### config.mk
export PLATFORM = sky130hd
export DESIGN_NAME = g_reduce_rx
export DESIGN_NICKNAME = d
export VERILOG_FILES = /design/src/rtl/g_reduce_rx_pkg.sv /design/src/rtl/g_rx_fifo.sv /design/src/rtl/g_reduce_rx.sv
export SDC_FILE = /design/constraint.sdc
export NUM_CORES = 1
export LEC_CHECK = 0
export ABC_AREA = 1
export CORE_UTILIZATION = 60
export DETAILED_ROUTE_END_ITERATION = 7
export PLACE_DENSITY = 0.81
export RECOVER_POWER = 50
export SYNTH_ARGS = -nofsm -noshare
export SYNTH_HDL_FRONTEND = slang
export SYNTH_SLANG_ARGS = --single-unit
export TNS_END_PERCENT = 5
### constraint.sdc
create_clock -name clk -period 4.85 [get_ports clk]
set_input_delay 1.455 -clock clk [delete_from_list [all_inputs] [get_ports clk]]
set_output_delay 1.455 -clock clk [all_outputs]
set_load 0.02 [all_outputs]
### src/rtl/g_reduce_rx_pkg.sv
// ============================================================================
//  Module      : g_reduce_rx_pkg
//  Description : Shared constants and FSM encoding for the g-stage receiver.
//                Defines `Datawidth (coefficient width) when not set by the
//                build. The optional macro G_RX_STATS_EN is consumed by
//                g_reduce_rx.
//  Revision    : 1.0 - initial release
// ============================================================================
`default_nettype none

`ifndef Datawidth
`define Datawidth 16
`endif

package g_reduce_rx_pkg;

    // Default modulus for the final correction
    localparam int C_MOD_DEFAULT = 3329;

    // Width of the signed g sample arriving from the g-stage
    localparam int C_G_W = `Datawidth + 3;

    // Correction FSM states
    typedef enum logic [1:0] {
        ST_IDLE = 2'd0,
        ST_CORR = 2'd1,
        ST_OUT  = 2'd2
    } rx_state_t;

endpackage

`default_nettype wire

### src/rtl/g_rx_fifo.sv
// ============================================================================
//  Module      : g_rx_fifo
//  Description : DEPTH x WIDTH synchronous FIFO with first-word fall-through
//                read data. A push into a full FIFO is accepted only when a
//                pop happens on the same edge.
//  Revision    : 1.0 - initial release
// ============================================================================
`default_nettype none

module g_rx_fifo #(
    parameter int WIDTH = 19,
    parameter int DEPTH = 4
) (
    input  logic                       clk,
    input  logic                       rst_n,
    input  logic                       push,
    input  logic                       pop,
    input  logic [WIDTH-1:0]           din,
    output logic [WIDTH-1:0]           dout,
    output logic [$clog2(DEPTH+1)-1:0] count,
    output logic                       full,
    output logic                       empty
);

    localparam int c_aw = $clog2(DEPTH);
    localparam int c_cw = $clog2(DEPTH + 1);

    logic [WIDTH-1:0] r_mem [DEPTH];
    logic [c_aw-1:0]  r_wr_ptr;
    logic [c_aw-1:0]  r_rd_ptr;
    logic [c_cw-1:0]  r_count;
    logic             w_do_pop;
    logic             w_do_push;

    assign full      = (r_count == c_cw'(DEPTH));
    assign empty     = (r_count == '0);
    assign count     = r_count;
    assign dout      = r_mem[r_rd_ptr];
    assign w_do_pop  = pop && !empty;
    assign w_do_push = push && (!full || w_do_pop);

    // Storage array; contents are don't-care until written
    always_ff @(posedge clk) begin
        if (w_do_push) begin
            r_mem[r_wr_ptr] <= din;
        end
    end

    // Pointers and occupancy; power-of-two depth lets pointers wrap freely
    always_ff @(posedge clk or negedge rst_n) begin
        if (!rst_n) begin
            r_wr_ptr <= '0;
            r_rd_ptr <= '0;
            r_count  <= '0;
        end else begin
            if (w_do_push) begin
                r_wr_ptr <= r_wr_ptr + c_aw'(1);
            end
            if (w_do_pop) begin
                r_rd_ptr <= r_rd_ptr + c_aw'(1);
            end
            case ({w_do_push, w_do_pop})
                2'b10:   r_count <= r_count + c_cw'(1);
                2'b01:   r_count <= r_count - c_cw'(1);
                default: r_count <= r_count;
            endcase
        end
    end

endmodule

`default_nettype wire

### src/rtl/g_reduce_rx.sv
// ============================================================================
//  Module      : g_reduce_rx
//  Description : Receiver for the g-stage output. Buffers strobed signed g
//                samples, reduces each into [0, MOD) with at most MAX_CORR
//                add/subtract steps and presents the result on valid/ready.
//                Optional macro G_RX_STATS_EN adds rx_cnt / drop_cnt outputs.
//  Revision    : 1.0 - initial release
// ============================================================================
`default_nettype none

`ifndef Datawidth
`define Datawidth 16
`endif

module g_reduce_rx
    import g_reduce_rx_pkg::*;
#(
    parameter int DW       = `Datawidth,
    parameter int MOD      = C_MOD_DEFAULT,
    parameter int DEPTH    = 4,
    parameter int MAX_CORR = 4
) (
    input  logic          clk,
    input  logic          rst_n,
    input  logic [DW+2:0] g_in,
    input  logic          g_vld,
    output logic [DW-1:0] r,
    output logic          r_vld,
    input  logic          r_rdy,
    output logic          r_err,
    output logic          ovf
`ifdef G_RX_STATS_EN
    ,
    output logic [15:0]   rx_cnt,
    output logic [15:0]   drop_cnt
`endif
);

    localparam int c_gw = DW + 3;
    localparam int c_aw = DW + 4;
    localparam int c_sw = $clog2(MAX_CORR + 1);
    localparam int c_cw = $clog2(DEPTH + 1);
    localparam logic signed [c_aw-1:0] c_mod = c_aw'(MOD);

    rx_state_t              r_state;
    rx_state_t              w_state_nxt;
    logic signed [c_aw-1:0] r_acc;
    logic signed [c_aw-1:0] w_acc_nxt;
    logic [c_sw-1:0]        r_step;
    logic [c_sw-1:0]        w_step_nxt;
    logic [DW-1:0]          r_res;
    logic [DW-1:0]          w_res_nxt;
    logic                   r_res_vld;
    logic                   w_res_vld_nxt;
    logic                   r_res_err;
    logic                   w_res_err_nxt;
    logic                   r_ovf;

    logic [c_gw-1:0]        w_head;
    logic [c_cw-1:0]        w_count;
    logic                   w_full;
    logic                   w_empty;
    logic                   w_pop;
    logic                   w_push;
    logic                   w_drop;
    logic                   w_neg;
    logic                   w_hi;

    // A sample is taken whenever there is room, including the slot freed by
    // a same-edge pop; anything else arriving on g_vld is lost.
    assign w_pop  = (r_state == ST_IDLE) && !w_empty;
    assign w_push = g_vld && (!w_full || w_pop);
    assign w_drop = g_vld && !w_push;

    assign w_neg  = r_acc[c_aw-1];
    assign w_hi   = (r_acc >= c_mod);

    g_rx_fifo #(
        .WIDTH (c_gw),
        .DEPTH (DEPTH)
    ) u_fifo (
        .clk   (clk),
        .rst_n (rst_n),
        .push  (w_push),
        .pop   (w_pop),
        .din   (g_in),
        .dout  (w_head),
        .count (w_count),
        .full  (w_full),
        .empty (w_empty)
    );

    // State, accumulator and registered result
    always_ff @(posedge clk or negedge rst_n) begin
        if (!rst_n) begin
            r_state   <= ST_IDLE;
            r_acc     <= '0;
            r_step    <= '0;
            r_res     <= '0;
            r_res_vld <= 1'b0;
            r_res_err <= 1'b0;
        end else begin
            r_state   <= w_state_nxt;
            r_acc     <= w_acc_nxt;
            r_step    <= w_step_nxt;
            r_res     <= w_res_nxt;
            r_res_vld <= w_res_vld_nxt;
            r_res_err <= w_res_err_nxt;
        end
    end

    // Correction FSM: load, fold by +/-MOD one step per cycle, then present
    always_comb begin
        w_state_nxt   = r_state;
        w_acc_nxt     = r_acc;
        w_step_nxt    = r_step;
        w_res_nxt     = r_res;
        w_res_vld_nxt = r_res_vld;
        w_res_err_nxt = r_res_err;
        case (r_state)
            ST_IDLE: begin
                if (w_count != '0) begin
                    w_acc_nxt   = {w_head[c_gw-1], w_head};
                    w_step_nxt  = '0;
                    w_state_nxt = ST_CORR;
                end
            end
            ST_CORR: begin
                if (w_neg || w_hi) begin
                    if (r_step == c_sw'(MAX_CORR)) begin
                        // Step budget exhausted: report instead of looping on
                        w_res_nxt     = '0;
                        w_res_err_nxt = 1'b1;
                        w_res_vld_nxt = 1'b1;
                        w_state_nxt   = ST_OUT;
                    end else begin
                        w_acc_nxt  = w_neg ? (r_acc + c_mod) : (r_acc - c_mod);
                        w_step_nxt = r_step + c_sw'(1);
                    end
                end else begin
                    w_res_nxt     = r_acc[DW-1:0];
                    w_res_err_nxt = 1'b0;
                    w_res_vld_nxt = 1'b1;
                    w_state_nxt   = ST_OUT;
                end
            end
            ST_OUT: begin
                if (r_rdy) begin
                    w_res_vld_nxt = 1'b0;
                    w_state_nxt   = ST_IDLE;
                end
            end
            default: begin
                w_state_nxt = ST_IDLE;
            end
        endcase
    end

    // Sticky overflow flag; only reset clears it
    always_ff @(posedge clk or negedge rst_n) begin
        if (!rst_n) begin
            r_ovf <= 1'b0;
        end else if (w_drop) begin
            r_ovf <= 1'b1;
        end
    end

`ifdef G_RX_STATS_EN
    logic [15:0] r_rx_cnt;
    logic [15:0] r_drop_cnt;

    // Free-running accepted/dropped sample counters, wrapping at 2^16
    always_ff @(posedge clk or negedge rst_n) begin
        if (!rst_n) begin
            r_rx_cnt   <= '0;
            r_drop_cnt <= '0;
        end else begin
            if (w_push) begin
                r_rx_cnt <= r_rx_cnt + 16'd1;
            end
            if (w_drop) begin
                r_drop_cnt <= r_drop_cnt + 16'd1;
            end
        end
    end

    assign rx_cnt   = r_rx_cnt;
    assign drop_cnt = r_drop_cnt;
`endif

    assign r     = r_res;
    assign r_vld = r_res_vld;
    assign r_err = r_res_err;
    assign ovf   = r_ovf;

endmodule

`default_nettype wire

==> run_results.csv <==
group,metric,value,unit
outcome,status,"complete, but fails checks",
outcome,violations,"capacitance limit, slew limit",
critical_path,crit_path_frequent_cell,"nand2_4",
floorplan,core_region_area,10300,um^2
critical_path,path_max_fanout,30,
critical_path,cp_data_required_time,5.29,ns
critical_path,crit_chain,"nor2_4 > clkbuf_1 > inv_1 > nor2_1 > nand2_4 > nand2_4 > o211ai_2 > o21ai_1",
global_routing,antenna_found_initial,0,
yosys,postSynthCellCount,706,
yosys,synth_area_leaders,"edfxtp_1, dfrtp_1, nand2_1, nor2_1, o21ai_0",
timing,slew_violations,29,
yosys,syn_nets,740,
global_routing,gr-usage-met3,0.0586,
min_path,hold_depth,1,
timing,setup_viol,0,
timing,period_share,0.754,
critical_path,r2r_start,"r_state[1]",
global_routing,grt_pass1_wl,23700,um
power,power_density,680,nW/um^2
detailed_routing,post-route-drc-count,0,
critical_path,reg2reg_to,"r_acc[0]",
yosys,avgSynthCellArea,8.95,um^2
clock_tree,clock-root-buffer,"clkbuf_8",
floorplan,start_util,0.615,
placed_design,post-place-ws,1.41,ns
critical_path,r2r_setup_slack,1.19,ns
global_routing,grt_most_used_layer,"met2",
timing,timing.final.ws_setup,1.19,ns
power,leakagePower,3.07,nW
floorplan,ios,42,
timing,clock_skew,0.00515,ns
timing,finalHoldViolations,0,
detailed_routing,vias,5051,
clock_tree,cts_tree,"done",
clock_tree,hold_buffers,0,
min_path,holdPathEnd,"ovf",
critical_path,path_class,"reg2reg",
detailed_routing,antenna_left,0,
detailed_routing,dr.pass1.iters,5,
critical_path,cp.arrival,4.09,ns
floorplan,die_area,10900,um^2
critical_path,cp-start-kind,"flip-flop",
floorplan,row_count,37,
timing,max-slew-margin-rel,-0.0886,
yosys,synth_top_area_share,0.361,
yosys,synth-async-reset-ratio,0.402,
timing,rsz0062_at_grt,"no",
yosys,synth_cell_types,36,
yosys,synth_ff_type,"edfxtp_1",
clock_tree,clk_path_buf_depth,2,
detailed_routing,drt-total-wl,14200,um
clock_tree,post_cts.repair.setup_buffers,0,
layout,drive_gt1_frac,0.0808,
global_routing,grt_usage,0.279,
global_routing,grt_max_degree,52,
timing,timing.hold.ws,0.472,ns
yosys,ys.warnings.count,0,
clock_tree,ctsResizeCount,0,
layout,synthToLayoutAreaGrowth,16.1,%
min_path,hold_path.class,"reg2reg",
critical_path,cp_slowest_cell,"clkbuf_1",
layout,nets,776,
min_path,min-delay-start,"ovf",
critical_path,slowest_delay,1.17,ns
layout,antenna_cells,0,
placed_design,dpl.hpwl,9290,um
yosys,seq_area_frac_synth,0.563,
detailed_routing,wl_per_cell,16.0,um
global_routing,met2_usage,0.461,
layout,nFillCells,808,
timing,finalCriticalPeriod,3.66,ns
clock_tree,htreeDepth,4,
timing,worst_pin_slew,1.63,ns
power,vdd_drop_max,362,uV
detailed_routing,drt_iter0_drc,342,
global_routing,gr-total-overflow,0,
yosys,synthMostInstantiatedCell,"nand2_1",
placed_design,port_buffers,41,
placed_design,gp_congestion,0.939,
floorplan,die_h,105,um
placed_design,dpl-instance-area,6780,um^2
critical_path,end_kind,"flip-flop",
yosys,synthTopCellsByCount,"nand2_1, nor2_1, edfxtp_1",
yosys,synth_area,6320,um^2
global_routing,use_met1,0.364,
clock_tree,clock_latency,0.51,ns
placed_design,dp.cells,859,
timing,max_freq,0.273,GHz
power,finalPower,4.99,mW
yosys,ys_ff_latch,127,
clock_tree,numCtsBuffers,17,
layout,final_area,7340,um^2
timing,fin_setup_tns,0,ns
global_routing,grt_pass1_vias,4964,
critical_path,reg2reg_depth,8,
yosys,synth_edf_count,76,
clock_tree,cts.sinks,127,
job,maxCapViolations,1,
layout,fin_util,0.714,
yosys,yosys.area.top_type,"edfxtp_1",
floorplan,die_x,105,um
clock_tree,path_clk_slew,0.06,ns
layout,stdcell_count,891,
detailed_routing,vias_per_cell,5.67,
## layer usage
metal / vias to the layer above / routed length, um
li1: 2432 / -
met1: 2396 / 6210
met2: 209 / 7000
met3: 14 / 900
met4: 0 / 138
met5: - / 0
## critical path: cells and delay by family (launching register included)
family	cells	cell delay [ns]
buffers and inverters	2	1.76
and+or+nand+nor	4	1.09
DFF	1	0.43
AOI/OAI and AO/OA	2	0.26
## cells in the final DEF, fill, tap and decap left out, types with 4 or more instances in the layout
| master | n |
|---|---|
| nand2_1 | 196 |
| nor2_1 | 81 |
| edfxtp_1 | 76 |
| inv_1 | 55 |
| dfrtp_1 | 51 |
| o21ai_0 | 48 |
| nand3_1 | 45 |
| a21oi_1 | 34 |
| dlygate4sd3_1 | 20 |
| clkdlybuf4s50_1 | 20 |
| clkbuf_16 | 16 |
| o21ai_1 | 12 |
| ha_1 | 10 |
| o22ai_1 | 9 |
| a21oi_2 | 7 |
| nand4_1 | 6 |
| xor2_1 | 6 |
| buf_4 | 6 |
| nor2_2 | 5 |
| nor3_1 | 5 |
| clkinv_1 | 4 |
| a221o_1 | 4 |
| clkinv_2 | 4 |
## report_power, final
group	switching (mW)	internal, mW	total [mW]
Combinational	1.38	0.664	2.04
Clock	0.459	0.725	1.18
Sequential	0.309	1.45	1.76
## sequential cells by signal (all words and copies together), names as in the netlist, 2 cells and up
register,cells
u_fifo.r_mem,76
r_acc,20
r,16
r_step,3
u_fifo.count,3
r_state,2
u_fifo.r_rd_ptr,2
u_fifo.r_wr_ptr,2
## cell families after synthesis
logic type / Yosys count / share of synthesized area
simple gates: 350 / 0.234
flops: 127 / 0.563
compound gates: 120 / 0.108
buf+inv: 91 / 0.0620
fa+ha+maj: 11 / 0.0230
xor+xnor: 7 / 0.00970
## how the worst max path moves through the flow
stage | start | endpoint
after floorplan | g_vld | u_fifo.r_mem[0][0]
after global placement | g_vld | u_fifo.count[2]
after detailed placement | g_vld | u_fifo.count[2]
after CTS | r[3] | r[3]
after global routing | r_state[1] | r_acc[0]
final | r_state[1] | r_acc[0]
## area by class of cell
type                            instances  area, um^2  share of cell area
Multi-Input combinational cell        488        2370               0.323
Clock inverter                         15         145              0.0198
Sequential cell                       127        3560               0.485
Clock buffer                           17         414              0.0565
Inverter                               60         225              0.0307
Timing Repair Buffer                   48         454              0.0619
Tap cell                              136         170              0.0232
Note: power is estimated with default switching activity, not from simulation.
